## config.mk

```make
export PLATFORM = sky130hd
export DESIGN_NAME = systolic_feed_ctrl
export DESIGN_NICKNAME = d
export VERILOG_FILES = /design/src/rtl/systolic_feed_ctrl_pkg.sv /design/src/rtl/systolic_feed_addr_gen.sv /design/src/rtl/systolic_feed_ctrl.sv
export SDC_FILE = /design/constraint.sdc
export NUM_CORES = 1
export LEC_CHECK = 0
export BUFFER_PORTS_ARGS = -buffer_cell sky130_fd_sc_hd__buf_4
export CAP_MARGIN = 20
export CORE_ASPECT_RATIO = 1.1
export CORE_MARGIN = 2
export CORE_UTILIZATION = 53
export CTS_BUF_LIST = sky130_fd_sc_hd__clkbuf_4 sky130_fd_sc_hd__clkbuf_8
export DETAILED_ROUTE_END_ITERATION = 16
export PLACE_DENSITY = 0.94
export SYNTH_ARGS = -nofsm -noshare
export SYNTH_HDL_FRONTEND = slang
export SYNTH_SLANG_ARGS = --single-unit
```

## constraint.sdc

```tcl
create_clock -name CLK -period 4.1 [get_ports CLK]
set_clock_uncertainty 0.2 [all_clocks]
set_input_delay 0.82 -clock CLK [delete_from_list [all_inputs] [get_ports CLK]]
set_output_delay 0.82 -clock CLK [all_outputs]
set_load 0.01 [all_outputs]
```

## src/rtl/systolic_feed_ctrl_pkg.sv

```systemverilog
// systolic_feed_ctrl_pkg: shared param.v content (`PE_ROW, `PE_COL, `BIT_DATA, FSM encodings, `DRAIN) plus typed views.
`ifndef SYSTOLIC_FEED_PARAMS
`define SYSTOLIC_FEED_PARAMS
`define PE_ROW 8
`define PE_COL 8
`define BIT_DATA 8
`define DRAIN (`PE_ROW + `PE_COL - 1)
`define ST_IDLE 2'd0
`define ST_FEED 2'd1
`define ST_FLUSH 2'd2
`define ST_DONE 2'd3
`endif
package systolic_feed_ctrl_pkg;
  typedef enum logic [1:0] {
    IDLE  = `ST_IDLE,
    FEED  = `ST_FEED,
    FLUSH = `ST_FLUSH,
    DONE  = `ST_DONE
  } state_e;
  localparam int DRAIN  = `DRAIN;
  localparam int VEC_W  = `PE_ROW * `BIT_DATA;
  localparam int DCNT_W = $clog2(DRAIN + 2);
endpackage

```

## src/rtl/systolic_feed_addr_gen.sv

```systemverilog
// systolic_feed_addr_gen: read-address and remaining-length sequencer with a last-read flag.
module systolic_feed_addr_gen #(
  parameter int ADDR_W = 10,
  parameter int LEN_W  = 16
) (
  input  logic              clk,
  input  logic              rst,
  input  logic              load_i,
  input  logic              step_i,
  input  logic [ADDR_W-1:0] base_i,
  input  logic [LEN_W-1:0]  len_i,
  output logic [ADDR_W-1:0] addr_o,
  output logic              last_o
);
  logic [ADDR_W-1:0] addr_q, addr_d;
  logic [LEN_W-1:0]  rem_q, rem_d;
  always_comb begin
    addr_d = load_i ? base_i : step_i ? addr_q + 1'b1 : addr_q;
    rem_d  = load_i ? len_i : step_i ? rem_q - 1'b1 : rem_q;
  end
  always_ff @(posedge clk) begin
    if (rst) begin
      addr_q <= '0;
      rem_q  <= '0;
    end else begin
      addr_q <= addr_d;
      rem_q  <= rem_d;
    end
  end
  assign addr_o = addr_q;
  assign last_o = rem_q == LEN_W'(1);
endmodule

```

## src/rtl/systolic_feed_ctrl.sv

```systemverilog
// systolic_feed_ctrl: streams K buffer rows into the skew loader, then drains zeros through the array.
// Optional FEED_PERF_CNT_EN adds o_Cycle_Cnt, the busy-cycle count of the last job.
module systolic_feed_ctrl
  import systolic_feed_ctrl_pkg::*;
#(
  parameter int ADDR_W = 10,
  parameter int LEN_W  = 16
) (
  input  logic              CLK,
  input  logic              RST,
  input  logic              i_Start,
  input  logic [LEN_W-1:0]  i_K_Len,
  input  logic [ADDR_W-1:0] i_Base_Addr,
  output logic              o_Rd_En,
  output logic [ADDR_W-1:0] o_Rd_Addr,
  input  logic [VEC_W-1:0]  i_Rd_Data,
  output logic [VEC_W-1:0]  o_Data_I_In,
  output logic              o_Valid,
  output logic              o_Acc_Clr,
  output logic              o_Busy,
  output logic              o_Done
`ifdef FEED_PERF_CNT_EN
  ,
  output logic [31:0]       o_Cycle_Cnt
`endif
);
  state_e            state_q;
  logic [DCNT_W-1:0] dcnt_q;
  logic              rd_en_q, busy_q, done_q;
  logic              vld_q, clr_q, valid_q, acc_clr_q;
  logic [VEC_W-1:0]  data_q;
  logic              start_ok, load, last;
  assign start_ok = state_q == IDLE && i_Start;
  assign load     = start_ok && i_K_Len != '0;
  systolic_feed_addr_gen #(.ADDR_W(ADDR_W), .LEN_W(LEN_W)) u_addr_gen (
    .clk    (CLK),
    .rst    (RST),
    .load_i (load),
    .step_i (rd_en_q),
    .base_i (i_Base_Addr),
    .len_i  (i_K_Len),
    .addr_o (o_Rd_Addr),
    .last_o (last)
  );
  always_ff @(posedge CLK) begin
    if (RST) begin
      state_q <= IDLE;
      dcnt_q  <= '0;
      rd_en_q <= 1'b0;
      busy_q  <= 1'b0;
      done_q  <= 1'b0;
    end else begin
      done_q <= 1'b0;
      case (state_q)
        IDLE: if (i_Start) begin
          if (i_K_Len != '0) begin
            state_q <= FEED;
            rd_en_q <= 1'b1;
            busy_q  <= 1'b1;
          end else begin
            state_q <= DONE;
            done_q  <= 1'b1;
          end
        end
        FEED: if (last) begin
          state_q <= FLUSH;
          rd_en_q <= 1'b0;
          dcnt_q  <= DCNT_W'(DRAIN + 1);
        end
        FLUSH: if (dcnt_q == '0) begin
          state_q <= DONE;
          busy_q  <= 1'b0;
          done_q  <= 1'b1;
        end else begin
          dcnt_q <= dcnt_q - 1'b1;
        end
        default: state_q <= IDLE;
      endcase
    end
  end
  // clr_q marks the first read of a job; jobs never abut, so rd_en rising is unambiguous
  always_ff @(posedge CLK) begin
    if (RST) begin
      vld_q     <= 1'b0;
      clr_q     <= 1'b0;
      valid_q   <= 1'b0;
      acc_clr_q <= 1'b0;
      data_q    <= '0;
    end else begin
      vld_q     <= rd_en_q;
      clr_q     <= rd_en_q & ~vld_q;
      valid_q   <= vld_q;
      acc_clr_q <= clr_q;
      data_q    <= vld_q ? i_Rd_Data : '0;
    end
  end
  assign o_Rd_En     = rd_en_q;
  assign o_Data_I_In = data_q;
  assign o_Valid     = valid_q;
  assign o_Acc_Clr   = acc_clr_q;
  assign o_Busy      = busy_q;
  assign o_Done      = done_q;
`ifdef FEED_PERF_CNT_EN
  logic [31:0] cyc_cnt_q;
  always_ff @(posedge CLK) begin
    cyc_cnt_q <= RST || start_ok ? '0 : busy_q ? cyc_cnt_q + 32'd1 : cyc_cnt_q;
  end
  assign o_Cycle_Cnt = cyc_cnt_q;
`endif
endmodule

```

==> results.md <==
Floorplan:
- The initial core utilization is 0.537.
- The die outline width is 86.3 µm.
- The core region is 7350 µm².
- Row generation in the floorplan step produced 33 rows.
- The die span in y is 94.5 µm.
- The die area is 8150 µm².
- The count of pins on the block boundary is between 150 and 200.

Logic synthesis:
- For this run, the register share of the synthesized area comes to 0.528.
- The count of synthesis-stage warnings from yosys is 0.
- The dominant synthesized flop cell is sky130_fd_sc_hd__dfxtp_1.
- The post-synthesis area per instance is roughly 10 µm².
- Counting flops with an async set or reset pin after synthesis yields a share of 0.
- The cell count after synthesis came out at around 390.
- The total of flip-flops plus latches after synthesis is 104.
- The post-synthesis net count is roughly 500.
- The synthesized design contains 0 enable-type register cells.
- Synthesis instantiated 47 different standard cells from the library.
- In this run the cell area of the synthesized design comes to 3950 µm².

Route:
- Dividing the detail-routed wire length by the instance count gives roughly 15 µm.
- The remaining antenna violation count is 0.
- The number of iterations in the first detailed-routing pass is 4.
- The number of vias per cell is between 5 and 6.
- The routed design has roughly 10000 µm of wire.
- The total via count after detailed routing is 3405.
- The count of routing violations after the opening detailed-route iteration is 119.
- For this run, design rule violations remaining after detail routing come to 0.

Outcome:
- The run finished with clean final reports.

Place:
- The count of buffers added on input and output ports is 171.
- The post-DP HPWL is 7540 µm.
- The number of instances in the placed design is ~630.
- At the end of routability-driven placement, the weighted congestion stood at 0.846.

Worst setup path:
- The highest-delay cell along the critical path is sky130_fd_sc_hd__a41o_1.
- Traced cell by cell, the critical path runs through buf_4 -> nor4_1 -> a41o_1 -> buf_4 -> nor2_1 -> a211oi_1.
- The buffer and inverter count on the worst path is 2.
- The largest single stage delay on the critical path is 0.48 ns.
- The nature of the critical path endpoint is a flop.
- STA classifies the critical path startpoint as an input pin.
- STA puts the critical path data arrival time at 2.68 ns.
- The largest fanout on the critical path is 42.
- The cell that appears most often on the critical path is sky130_fd_sc_hd__buf_4.
- The kind of cell adding the most delay to the critical path is compound AO/OA/AOI/OAI gates.
- The startpoint-to-endpoint class of the critical path is input pin to flop.
- At the worst endpoint, the required time is about 4.2 ns.

Cells and area:
- The final-stage net count is about 660.
- The layout overhead on the synthesized area is 36.9%.
- Across the whole layout, storage elements account for 2080 µm².
- The finished layout holds between 600 and 700 standard cells, fillers aside.
- The share of post-route cells with drive strength above 1 is 0.352.
- The leading cell type in the layout, fill and taps excluded is sky130_fd_sc_hd__buf_4.
- The count of fill cells added during filler insertion is 532.
- The library cells used most frequently in the layout, excluding fill and tap cells, are 173 x sky130_fd_sc_hd__buf_4, 104 x sky130_fd_sc_hd__dfxtp_1, 67 x sky130_fd_sc_hd__and2_1.
- The final antenna diode count is 0.
- The area used by multi-input combinational logic is between 1500 and 2000 µm².

Run:
- Max-cap violations in this run came to 0.

GRT:
- The overall track demand over capacity in global routing is 0.239.
- The first global-routing pass estimated 15300 µm of wire.
- After global routing the overflow that remains totals 0.
- The via count of the first global-routing pass was between 3k and 4k.
- The maximum number of pins on one net before global-route repair is 66.
- The number of antenna violations at the first check in global routing is 0.

CTS:
- The hold-fix buffer count after cts is 0.
- Gates resized during post-CTS repair numbered 0.
- CTS built an H-tree with a depth of 3.
- TritonCTS built the clock tree.
- The maximum clock insertion buffer count is 2.
- The number of clock sinks is about 100.
- The number of clock buffers added by TritonCTS is 9.
- The number of buffers added for setup after CTS is 0.
- After clock tree synthesis, the clock-pin slew on the worst setup and hold paths is 0.10 ns.
- The buffer cell driving the clock tree root is sky130_fd_sc_hd__clkbuf_8.
- The clock insertion delay at the later pin of the skew report is about 0.36 ns.

STA:
- The total of endpoints with negative setup slack in the final report is 0.
- The period utilization is 0.635.
- The final count of pins violating max slew was 0.
- The maximum frequency from static timing analysis is 384 MHz.
- The hold violation total from the final report is 0.
- The total negative slack is 0 ns.
- The actual slew at the worst max-slew pin is 0.571 ns.
- Setup repair after global routing left no endpoint under its margin.
- After layout, the minimum clock period comes to around 2.6 ns.
- In this run the tightest slew margin relative to its limit is 0.619.

Pwr:
- For this design the static power due to leakage is 2.42 nW.
- The maximum VDD drop is 0.271 mV.
- The power density of the placed cells is 507 nW/µm².

Worst hold path:
- The type of the most critical hold path is flop to flop.
final cells by class:
cell class,count,share of cell area
inverters,10,0.00695
clock inverters,7,0.0111
clock buffers,9,0.0229
flip-flops and latches,104,0.385
repair buffers,173,0.240
multi-input cells,257,0.313
well taps,87,0.0201
flip-flops by register name (all words and copies together) (netlist names):
signal	count
clr_q	1
dcnt_q	5
o_Acc_Clr	1
o_Busy	1
o_Data_I_In	64
o_Done	1
o_Rd_En	1
o_Valid	1
state_q	2
u_addr_gen.addr_o	10
u_addr_gen.rem_q	16
vld_q	1
cells in the mapped netlist, types with 5 or more instances:
master / instances / area [µm²]
sky130_fd_sc_hd__ha_1: 8 / 100
sky130_fd_sc_hd__nand2_1: 13 / 48.8
sky130_fd_sc_hd__a211oi_1: 26 / 195
sky130_fd_sc_hd__clkbuf_8: 5 / 68.8
sky130_fd_sc_hd__nor3_1: 5 / 25.0
sky130_fd_sc_hd__nor2_1: 41 / 154
sky130_fd_sc_hd__xor2_1: 10 / 87.6
sky130_fd_sc_hd__nand4_1: 7 / 43.8
sky130_fd_sc_hd__xnor2_1: 11 / 96.3
sky130_fd_sc_hd__nor4_1: 8 / 50.1
sky130_fd_sc_hd__clkbuf_1: 17 / 63.8
sky130_fd_sc_hd__and2_1: 67 / 419
sky130_fd_sc_hd__dfxtp_1: 104 / 2080
sky130_fd_sc_hd__inv_1: 10 / 37.5
sky130_fd_sc_hd__o21ai_0: 5 / 25.0
final timing paths:
path / start / to / slack, ns / cells after the start
setup / recovery: i_K_Len[0] / u_addr_gen.addr_o[5]$_SDFFE_PP0P_ / 1.50 / 6
setup reg to reg: u_addr_gen.rem_q[2]$_SDFFE_PP0P_ / dcnt_q[0]$_SDFFE_PP0P_ / 1.78 / 4
hold reg to reg: vld_q$_SDFF_PP0_ / clr_q$_SDFF_PP0_ / 0.20 / 1
hold / removal: vld_q$_SDFF_PP0_ / clr_q$_SDFF_PP0_ / 0.20 / 1
cell families after synthesis:
logic type | count (synthesis) | synth area share
XOR/XNOR | 21 | 0.0466
multiplexers | 2 | 0.00507
AND/OR/NAND/NOR | 169 | 0.244
buffers and inverters | 33 | 0.0441
flip-flops | 104 | 0.528
AO/OA/AOI/OAI | 57 | 0.107
adder cells (fa/ha/maj) | 8 | 0.0254
power breakdown:
group	internal [W]	switching, W	total (W)
clock	0.000234	0.000369	0.000603
combinational	0.000397	0.000438	0.000835
sequential	0.00115	0.000149	0.00130
layer usage:
metal | global-route usage | up-vias | wire, µm
met5 | 0 | - | 0
met4 | 0.133 | 0 | 358
li1 | - | 1675 | -
met3 | 0.0813 | 30 | 786
met1 | 0.260 | 1551 | 3770
met2 | 0.408 | 149 | 5060
through the flow:
| stage | cell area, µm² | util | setup WS (ns) | power, W | hold WS, ns |
|---|---|---|---|---|---|
| after floorplan | 3950 | - | 1.84 | 0.00186 | 0.183 |
| after global placement | 5220 | 0.710 | 1.18 | 0.00209 | 0.190 |
| after detailed placement | 5220 | 0.710 | 1.18 | 0.00214 | 0.192 |
| after CTS | 5400 | 0.735 | 1.56 | 0.00274 | 0.206 |
| after global routing | 5400 | 0.735 | 1.45 | 0.00289 | 0.219 |
| final | 5400 | 0.735 | 1.50 | 0.00274 | 0.205 |
Note: power is estimated with default switching activity, not from simulation.
